[config.mk]
export PLATFORM = sky130hd
export DESIGN_NAME = command_encoder
export DESIGN_NICKNAME = d
export VERILOG_FILES = /design/src/rtl/command_encoder.sv
export SDC_FILE = /design/constraint.sdc
export NUM_CORES = 1
export LEC_CHECK = 0
export CELL_PAD_IN_SITES_DETAIL_PLACEMENT = 1
export CELL_PAD_IN_SITES_GLOBAL_PLACEMENT = 1
export CORE_MARGIN = 2
export CORE_UTILIZATION = 37
export DETAILED_ROUTE_END_ITERATION = 16
export GPL_ROUTABILITY_DRIVEN = 1
export PLACE_DENSITY = 0.75
export SYNTH_ARGS = -nofsm -noshare
export SYNTH_HDL_FRONTEND = slang
export SYNTH_SLANG_ARGS = --single-unit
[constraint.sdc]
create_clock -name clk -period 2.1 [get_ports clk]
set_input_delay 0.315 -clock clk [delete_from_list [all_inputs] [get_ports clk]]
set_output_delay 0.315 -clock clk [all_outputs]
set_load 0.05 [all_outputs]
[src/rtl/command_encoder.sv]
// command_encoder: serialises (id, x, y) paint commands into ASCII lines
// "MNEMONIC,XX,YY\n", one byte per tx_valid/tx_ready handshake.
module command_encoder (
    input  logic       clk,
    input  logic       rst,
    input  logic       cmd_valid,
    output logic       cmd_ready,
    input  logic [3:0] cmd_id,
    input  logic [6:0] x,
    input  logic [6:0] y,
    output logic [7:0] tx_data,
    output logic       tx_valid,
    input  logic       tx_ready,
    output logic       busy,
    output logic       bad_cmd,
    output logic [3:0] dbg_state
);

    // Handshakes: a command is taken on an edge where cmd_valid && cmd_ready;
    // a byte moves on an edge where tx_valid && tx_ready. Once tx_valid is
    // high, tx_data holds until that byte moves. cmd_ready is only high in IDLE.
    typedef enum logic [3:0] {
        S_IDLE, S_MNEM, S_SEP1, S_X1, S_X0, S_SEP2, S_Y1, S_Y0, S_EOL
    } state_t;

    state_t     r_state;
    state_t     w_next;
    logic [3:0] r_id;
    logic [2:0] r_idx;
    logic [3:0] r_x1, r_x0, r_y1, r_y0;
    logic       r_cmd_ready;
    logic       r_bad_cmd;

    logic       w_valid_id, w_accept, w_xfer;
    logic [6:0] w_x_cl, w_y_cl, w_x_t, w_y_t, w_x_u, w_y_u;
    logic [7:0] w_tx_data;

    function automatic logic [2:0] mnem_len(input logic [3:0] id);
        case (id)
            4'd1:    mnem_len = 3'd2;
            4'd2:    mnem_len = 3'd4;
            4'd3:    mnem_len = 3'd4;
            4'd7:    mnem_len = 3'd7;
            default: mnem_len = 3'd5;
        endcase
    endfunction

    // Mnemonics are left-aligned in a 7-character field; idx 0 is the first letter.
    function automatic logic [7:0] mnem_char(input logic [3:0] id, input logic [2:0] idx);
        logic [55:0] s;
        case (id)
            4'd1:    s = {"UP", 40'd0};
            4'd2:    s = {"DOWN", 24'd0};
            4'd3:    s = {"LEFT", 24'd0};
            4'd4:    s = {"RIGHT", 16'd0};
            4'd5:    s = {"ENTER", 16'd0};
            4'd6:    s = {"COLOR", 16'd0};
            default: s = "PALETTE";
        endcase
        mnem_char = s[55 - 8*int'(idx) -: 8];
    endfunction

    assign w_valid_id = (cmd_id >= 4'd1) && (cmd_id <= 4'd7);
    assign w_accept   = cmd_valid && r_cmd_ready;
    assign w_xfer     = tx_valid && tx_ready;

    assign w_x_cl = (x > 7'd99) ? 7'd99 : x;
    assign w_y_cl = (y > 7'd99) ? 7'd99 : y;
    assign w_x_t  = w_x_cl / 7'd10;
    assign w_y_t  = w_y_cl / 7'd10;
    assign w_x_u  = w_x_cl - w_x_t * 7'd10;
    assign w_y_u  = w_y_cl - w_y_t * 7'd10;

    always_comb begin
        w_next    = r_state;
        w_tx_data = 8'h00;
        case (r_state)
            S_IDLE: if (w_accept && w_valid_id) w_next = S_MNEM;
            S_MNEM: begin
                w_tx_data = mnem_char(r_id, r_idx);
                if (w_xfer && (r_idx == mnem_len(r_id) - 3'd1)) w_next = S_SEP1;
            end
            S_SEP1: begin
                w_tx_data = 8'h2C;
                if (w_xfer) w_next = S_X1;
            end
            S_X1: begin
                w_tx_data = {4'h3, r_x1};
                if (w_xfer) w_next = S_X0;
            end
            S_X0: begin
                w_tx_data = {4'h3, r_x0};
                if (w_xfer) w_next = S_SEP2;
            end
            S_SEP2: begin
                w_tx_data = 8'h2C;
                if (w_xfer) w_next = S_Y1;
            end
            S_Y1: begin
                w_tx_data = {4'h3, r_y1};
                if (w_xfer) w_next = S_Y0;
            end
            S_Y0: begin
                w_tx_data = {4'h3, r_y0};
                if (w_xfer) w_next = S_EOL;
            end
            S_EOL: begin
                w_tx_data = 8'h0A;
                if (w_xfer) w_next = S_IDLE;
            end
            default: w_next = S_IDLE;
        endcase
    end

    always_ff @(posedge clk or posedge rst) begin
        if (rst) begin
            r_state     <= S_IDLE;
            r_id        <= 4'd0;
            r_idx       <= 3'd0;
            r_x1        <= 4'd0;
            r_x0        <= 4'd0;
            r_y1        <= 4'd0;
            r_y0        <= 4'd0;
            r_cmd_ready <= 1'b0;
            r_bad_cmd   <= 1'b0;
        end else begin
            r_state     <= w_next;
            r_cmd_ready <= (w_next == S_IDLE);
            r_bad_cmd   <= w_accept && !w_valid_id;
            if (w_accept && w_valid_id) begin
                r_id  <= cmd_id;
                r_idx <= 3'd0;
                r_x1  <= w_x_t[3:0];
                r_x0  <= w_x_u[3:0];
                r_y1  <= w_y_t[3:0];
                r_y0  <= w_y_u[3:0];
            end else if ((r_state == S_MNEM) && w_xfer) begin
                r_idx <= r_idx + 3'd1;
            end
        end
    end

    assign cmd_ready = r_cmd_ready;
    assign bad_cmd   = r_bad_cmd;
    assign tx_valid  = (r_state != S_IDLE);
    assign busy      = (r_state != S_IDLE);
    assign tx_data   = w_tx_data;
    assign dbg_state = r_state;

endmodule

==> impl_metrics.py, run 1 <==
metrics = {
    "yosys": {
        "synth_seq_cells": 29,
        "synth_edf_count": 0,
        "yosysSeqAreaShare": 0.240,
        "synth_compound_area_frac": 0.285,
        "synth_top_area_share": 0.240,
        "yosysWarnings": 0,
        "synth_top_family_by_area": "compound AO/OA/AOI/OAI gates",
        "synth_mux_area_frac": 0.0281,
        "synth_area_leader_cell": "dfrtp_1",
        "syn_nets": 448,
        "synth_area_mm2": 0.00303,
        "synthAdderAreaFrac": 0.0504,
        "synth_ff_type": "dfrtp_1",
        "synth_cell_types": 70,
        "synthCells": 415,
        "synth_xor_area_frac": 0.0434,
        "async_flop_share": 1.00,
        "synth-simple-area-share": 0.280,
        "synth.avg_cell_area_um2": 7.29,
        "synthTopCellsByArea": "dfrtp_1 24%, nand2_1 6.9%, nor2_1 5.7%",
    },
    "die": {
        "initial_core_util": 0.388,
        "boundaryPins": 38,
        "std_cell_rows": 32,
        "die_h_um": 94.4,
        "fp.dieW_um": 94.4,
    },
    "clocking": {
        "ctsHoldBuffers": 0,
        "htreeDepth": 2,
        "cts_root_buf": "clkbuf_8",
        "cts_buffers": 5,
        "cts.path.max_buffers": 2,
        "cts_sinks": 29,
    },
    "timing": {
        "worst-ep-kind": "sequential cell input",
        "postGrtWorstEndpoint": "r_y0[2]$_DFFE_PP0P_/D",
    },
    "status": {
        "status": "aborted with a tool error",
        "stop_stage": "5_1_grt",
        "error_line": "[ERROR DPL-0033] detailed placement checks failed during check placement.",
    },
    "place": {
        "dpl.hpwl_mm": 9.06,
        "numPortBuffers": 36,
        "finalWeightedCongestion": 0.882,
    },
    "global_routing": {
        "antenna_found_initial": 0,
        "grt_max_degree": 30,
    },
}
stage by stage:
stage          std cells  TNS, ns   util  instance area (um^2)  worst slack [ns]
2_1_floorplan        415   -13.80      -                  3410             -2.12
3_3_place_gp         632   -19.52  0.583                  4550             -2.28
3_5_place_dp         632   -22.60  0.583                  4550             -2.62
4_1_cts              666   -13.25  0.671                  5240             -1.81
repair_timing:
action                                  4_1_cts
buffers inserted                             34
endpoints found under the setup margin       21
gates resized for setup                     121
pin swaps                                    62
cells in the mapped netlist (all sizes together) (3+ instances only):
master and n:
a2111oi 3, a211oi 5, a21oi 32, a311oi 3, a31oi 6, and2 3, buf 12, clkbuf 22
dfrtp 29, ha 9, inv 16, mux2 4, mux2i 4, nand2 56, nand2b 11, nand3 11
nand3b 3, nor2 47, nor2b 9, nor3 16, nor3b 4, o211ai 3, o21ai 29, o221ai 5
o22ai 3, o31ai 3, o32a 4, o32ai 4, xnor2 9, xor2 6
logic make-up after synthesis:
family                   Yosys count
adder cells (fa/ha/maj)           11
other                              1
multiplexers                       8
AO/OA/AOI/OAI                    126
flip-flops                        29
XOR/XNOR                          15
buffers and inverters             50
AND/OR/NAND/NOR                  175
==> inputs of run 2 (changes only) <==
CELL_PAD_IN_SITES_DETAIL_PLACEMENT = not set   (was 1)
CELL_PAD_IN_SITES_GLOBAL_PLACEMENT = not set   (was 1)
CORE_UTILIZATION = 40   (was 37)
PLACE_DENSITY = not set   (was 0.75)
PLACE_DENSITY_LB_ADDON = 0.15   (was not set)
clock period = 2.73 ns   (was 2.1 ns; I/O delays follow)
==> impl_metrics.py, run 2 <==
metrics = {
    "status": {
        "status": "finished with violations",
        "violations": "setup timing",
    },
    "pwr": {
        "leakagePower_nw": 1.92,
        "power_density_mw_per_mm2": 993,
        "total_power_w": 0.00454,
        "vdd_ir_drop_max_v": 0.000382,
    },
    "clocking": {
        "ctsHoldBuffers": 0,
        "cts_root_buf": "clkbuf_8",
        "cts_buffers": 5,
        "cts_sinks": 29,
        "htreeDepth": 2,
        "clock_latency_ns": 0.29,
        "clk_pin_slew_worst_paths_ns": 0.07,
        "cts_tree": "yes",
        "cts.path.max_buffers": 2,
    },
    "route": {
        "vias": 3394,
        "ant_nets": 0,
        "routed_wl_mm": 8.81,
        "viasPerCell": 5.44,
        "first_iter_violations": 152,
        "drtPass1Iterations": 4,
        "drc_errors": 0,
        "wire_per_inst_um": 14.1,
    },
    "finish": {
        "syn_to_final_growth_pct": 51.2,
        "fin_area_mm2": 0.00458,
        "nNetsFinal": 557,
        "fin_util": 0.628,
        "antenna_cells": 0,
        "final_cell_mix": "94 x buf_4, 53 x nand2_1, 41 x nor2_1",
        "drive_above_1_share": 0.347,
        "layout_commonest_cell": "buf_4",
    },
    "timing": {
        "drv_slew": 0,
        "min_period_ns": 3.78,
        "fin_skew_ns": 0.00882,
        "rsz0062_at_grt": "true",
        "hold_violations": 0,
        "setup_viol": 9,
        "setup_ws_ns": -1.05,
        "timing.final.crit_share": 1.39,
        "tightestPinTransition_ns": 0.549,
        "slew_headroom": 0.633,
        "fmax_ghz": 0.264,
    },
    "yosys": {
        "synth_compound_area_frac": 0.285,
        "synth_mux_area_frac": 0.0281,
        "synth-simple-area-share": 0.280,
        "synth_ff_type": "dfrtp_1",
        "synthTopCellsByArea": "dfrtp_1 24%, nand2_1 6.9%, nor2_1 5.7%",
        "yosysWarnings": 0,
        "syn_nets": 448,
        "synth_most_common_cell": "nand2_1",
        "synth_edf_count": 0,
        "synth_area_leader_cell": "dfrtp_1",
        "synth_area_mm2": 0.00303,
        "synth_seq_cells": 29,
        "async_flop_share": 1.00,
        "synthCells": 415,
        "synth_xor_area_frac": 0.0434,
        "ys_top_cells_by_count": "56 x nand2_1, 46 x nor2_1, 32 x a21oi_1, 29 x dfrtp_1, 27 x o21ai_0",
        "synthAdderAreaFrac": 0.0504,
        "synth_top_family_by_area": "compound AO/OA/AOI/OAI gates",
        "synth_cell_types": 70,
        "synth_top_area_share": 0.240,
        "yosysSeqAreaShare": 0.240,
        "synth.avg_cell_area_um2": 7.29,
    },
    "critical_path": {
        "start_kind": "input port",
        "max_stage_delay_ns": 0.38,
        "crit_chain": "buf_8, a21oi_2, ha_2, nor2_2, a211o_1, ha_4, nor2b_4, o22ai_2, a222oi_1, o32a_1, nor2_4, ha_4, nand3_4, a2111oi_4, mux2i_1, o31a_2, ha_4, inv_2, fa_2, xnor2_2, xnor2_1, o21ai_1",
        "arrival_ns": 3.95,
        "crit_family": "compound AO/OA/AOI/OAI gates",
        "cpMostUsedCell": "ha_4",
        "critPathMaxFanout": 4,
        "endpoint_kind": "flip-flop",
        "r2r_slack_ns": 0.48,
        "required_ns": 2.90,
        "path_class": "in2reg",
        "cp_num_buf_inv": 2,
        "cp_slowest_cell": "a222oi_1",
    },
    "global_routing": {
        "grt.total_usage": 0.207,
        "grt_pass1_vias": 3109,
        "grt_overflow": 0,
        "grt_pass1_wl_mm": 14.3,
        "grt_max_degree": 30,
        "antenna_found_initial": 0,
    },
    "place": {
        "placed_area_mm2": 0.00417,
        "numPortBuffers": 36,
        "dpl.hpwl_mm": 6.55,
        "finalWeightedCongestion": 0.879,
    },
    "die": {
        "core_mm2": 0.00729,
        "die_h_um": 91.0,
        "dieArea_mm2": 0.00828,
        "boundaryPins": 38,
        "fp.dieW_um": 91.0,
        "initial_core_util": 0.415,
        "std_cell_rows": 31,
    },
    "min_path": {
        "hold_class": "in2async",
    },
    "run": {
        "cap_violations": 0,
    },
}
-- run 2: cell families after synthesis --
kind of cell               Yosys count
DFF                                 29
xor gates and xnor gates            15
AOI/OAI and AO/OA                  126
muxes                                8
buffers and inverters               50
and+or+nand+nor                    175
other                                1
adders and majority gates           11
-- run 2: repair_timing --
action	in CTS	in global routing
gates resized for setup	43	28
endpoints found under the setup margin	13	15
cloned	0	1
buffers inserted	12	4
pin swaps	32	28
-- run 2: routing by layer --
layer,share of wire,GRT usage,up-vias
li1,-,-,1714
met1,0.43,0.258,1603
met2,0.51,0.377,63
met3,0.034,0.0282,14
met4,0.018,0.0505,0
met5,0,0,-
-- run 2: area by class of cell --
type                    instances  area, um^2
flip-flops and latches         29         728
fillers                       669        2720
multi-input cells             336        2380
repair buffers                136        1190
clock inverters                 3        17.5
clock buffers                   5        68.8
inverters                      16        65.1
well taps                      99         124
-- run 2: worst min-delay path, stage by stage --
cell,delay (ns)
clkdlybuf4s50_1,0.40
inv_1,0.05
buf_4,0.33
-- run 2: path summary, 6_finish.rpt --
path                                      from                endpoint  cells past startpoint
min in group clk           r_y1[3]$_DFFE_PP0P_     r_y1[3]$_DFFE_PP0P_                      2
max reg2reg                r_id[3]$_DFFE_PP0P_     cmd_ready$_DFF_PP0_                      8
min reg2reg                r_y1[3]$_DFFE_PP0P_     r_y1[3]$_DFFE_PP0P_                      2
min                                        rst  dbg_state[0]$_DFF_PP0_                      3
max                                       y[5]     r_y0[3]$_DFFE_PP0P_                     22
max in group asynchronous                  rst    r_idx[1]$_DFFE_PP0P_                      3
-- run 2: power by group --
| group | total, W | switching [W] | internal (W) | leakage (nW) |
|---|---|---|---|---|
| combinational | 0.00344 | 0.00192 | 0.00153 | 1.52 |
| clock | 0.000342 | 0.000166 | 0.000175 | 0.0439 |
| sequential | 0.000758 | 0.000144 | 0.000613 | 0.357 |
| total | 0.00454 | 0.00223 | 0.00232 | 1.92 |
-- run 2: stage by stage --
stage	TNS (ns)	worst slack (ns)	hold WS (ns)	instances
after global routing	-6.80	-1.25	0.519	624
final	-5.34	-1.05	0.487	624
after floorplan	-8.16	-1.58	0.442	415
after detailed placement	-12.70	-1.88	0.475	600
after global placement	-11.97	-1.75	0.476	600
after CTS	-5.69	-1.21	0.490	620
No activity file was read; power rests on OpenSTA's default activity.
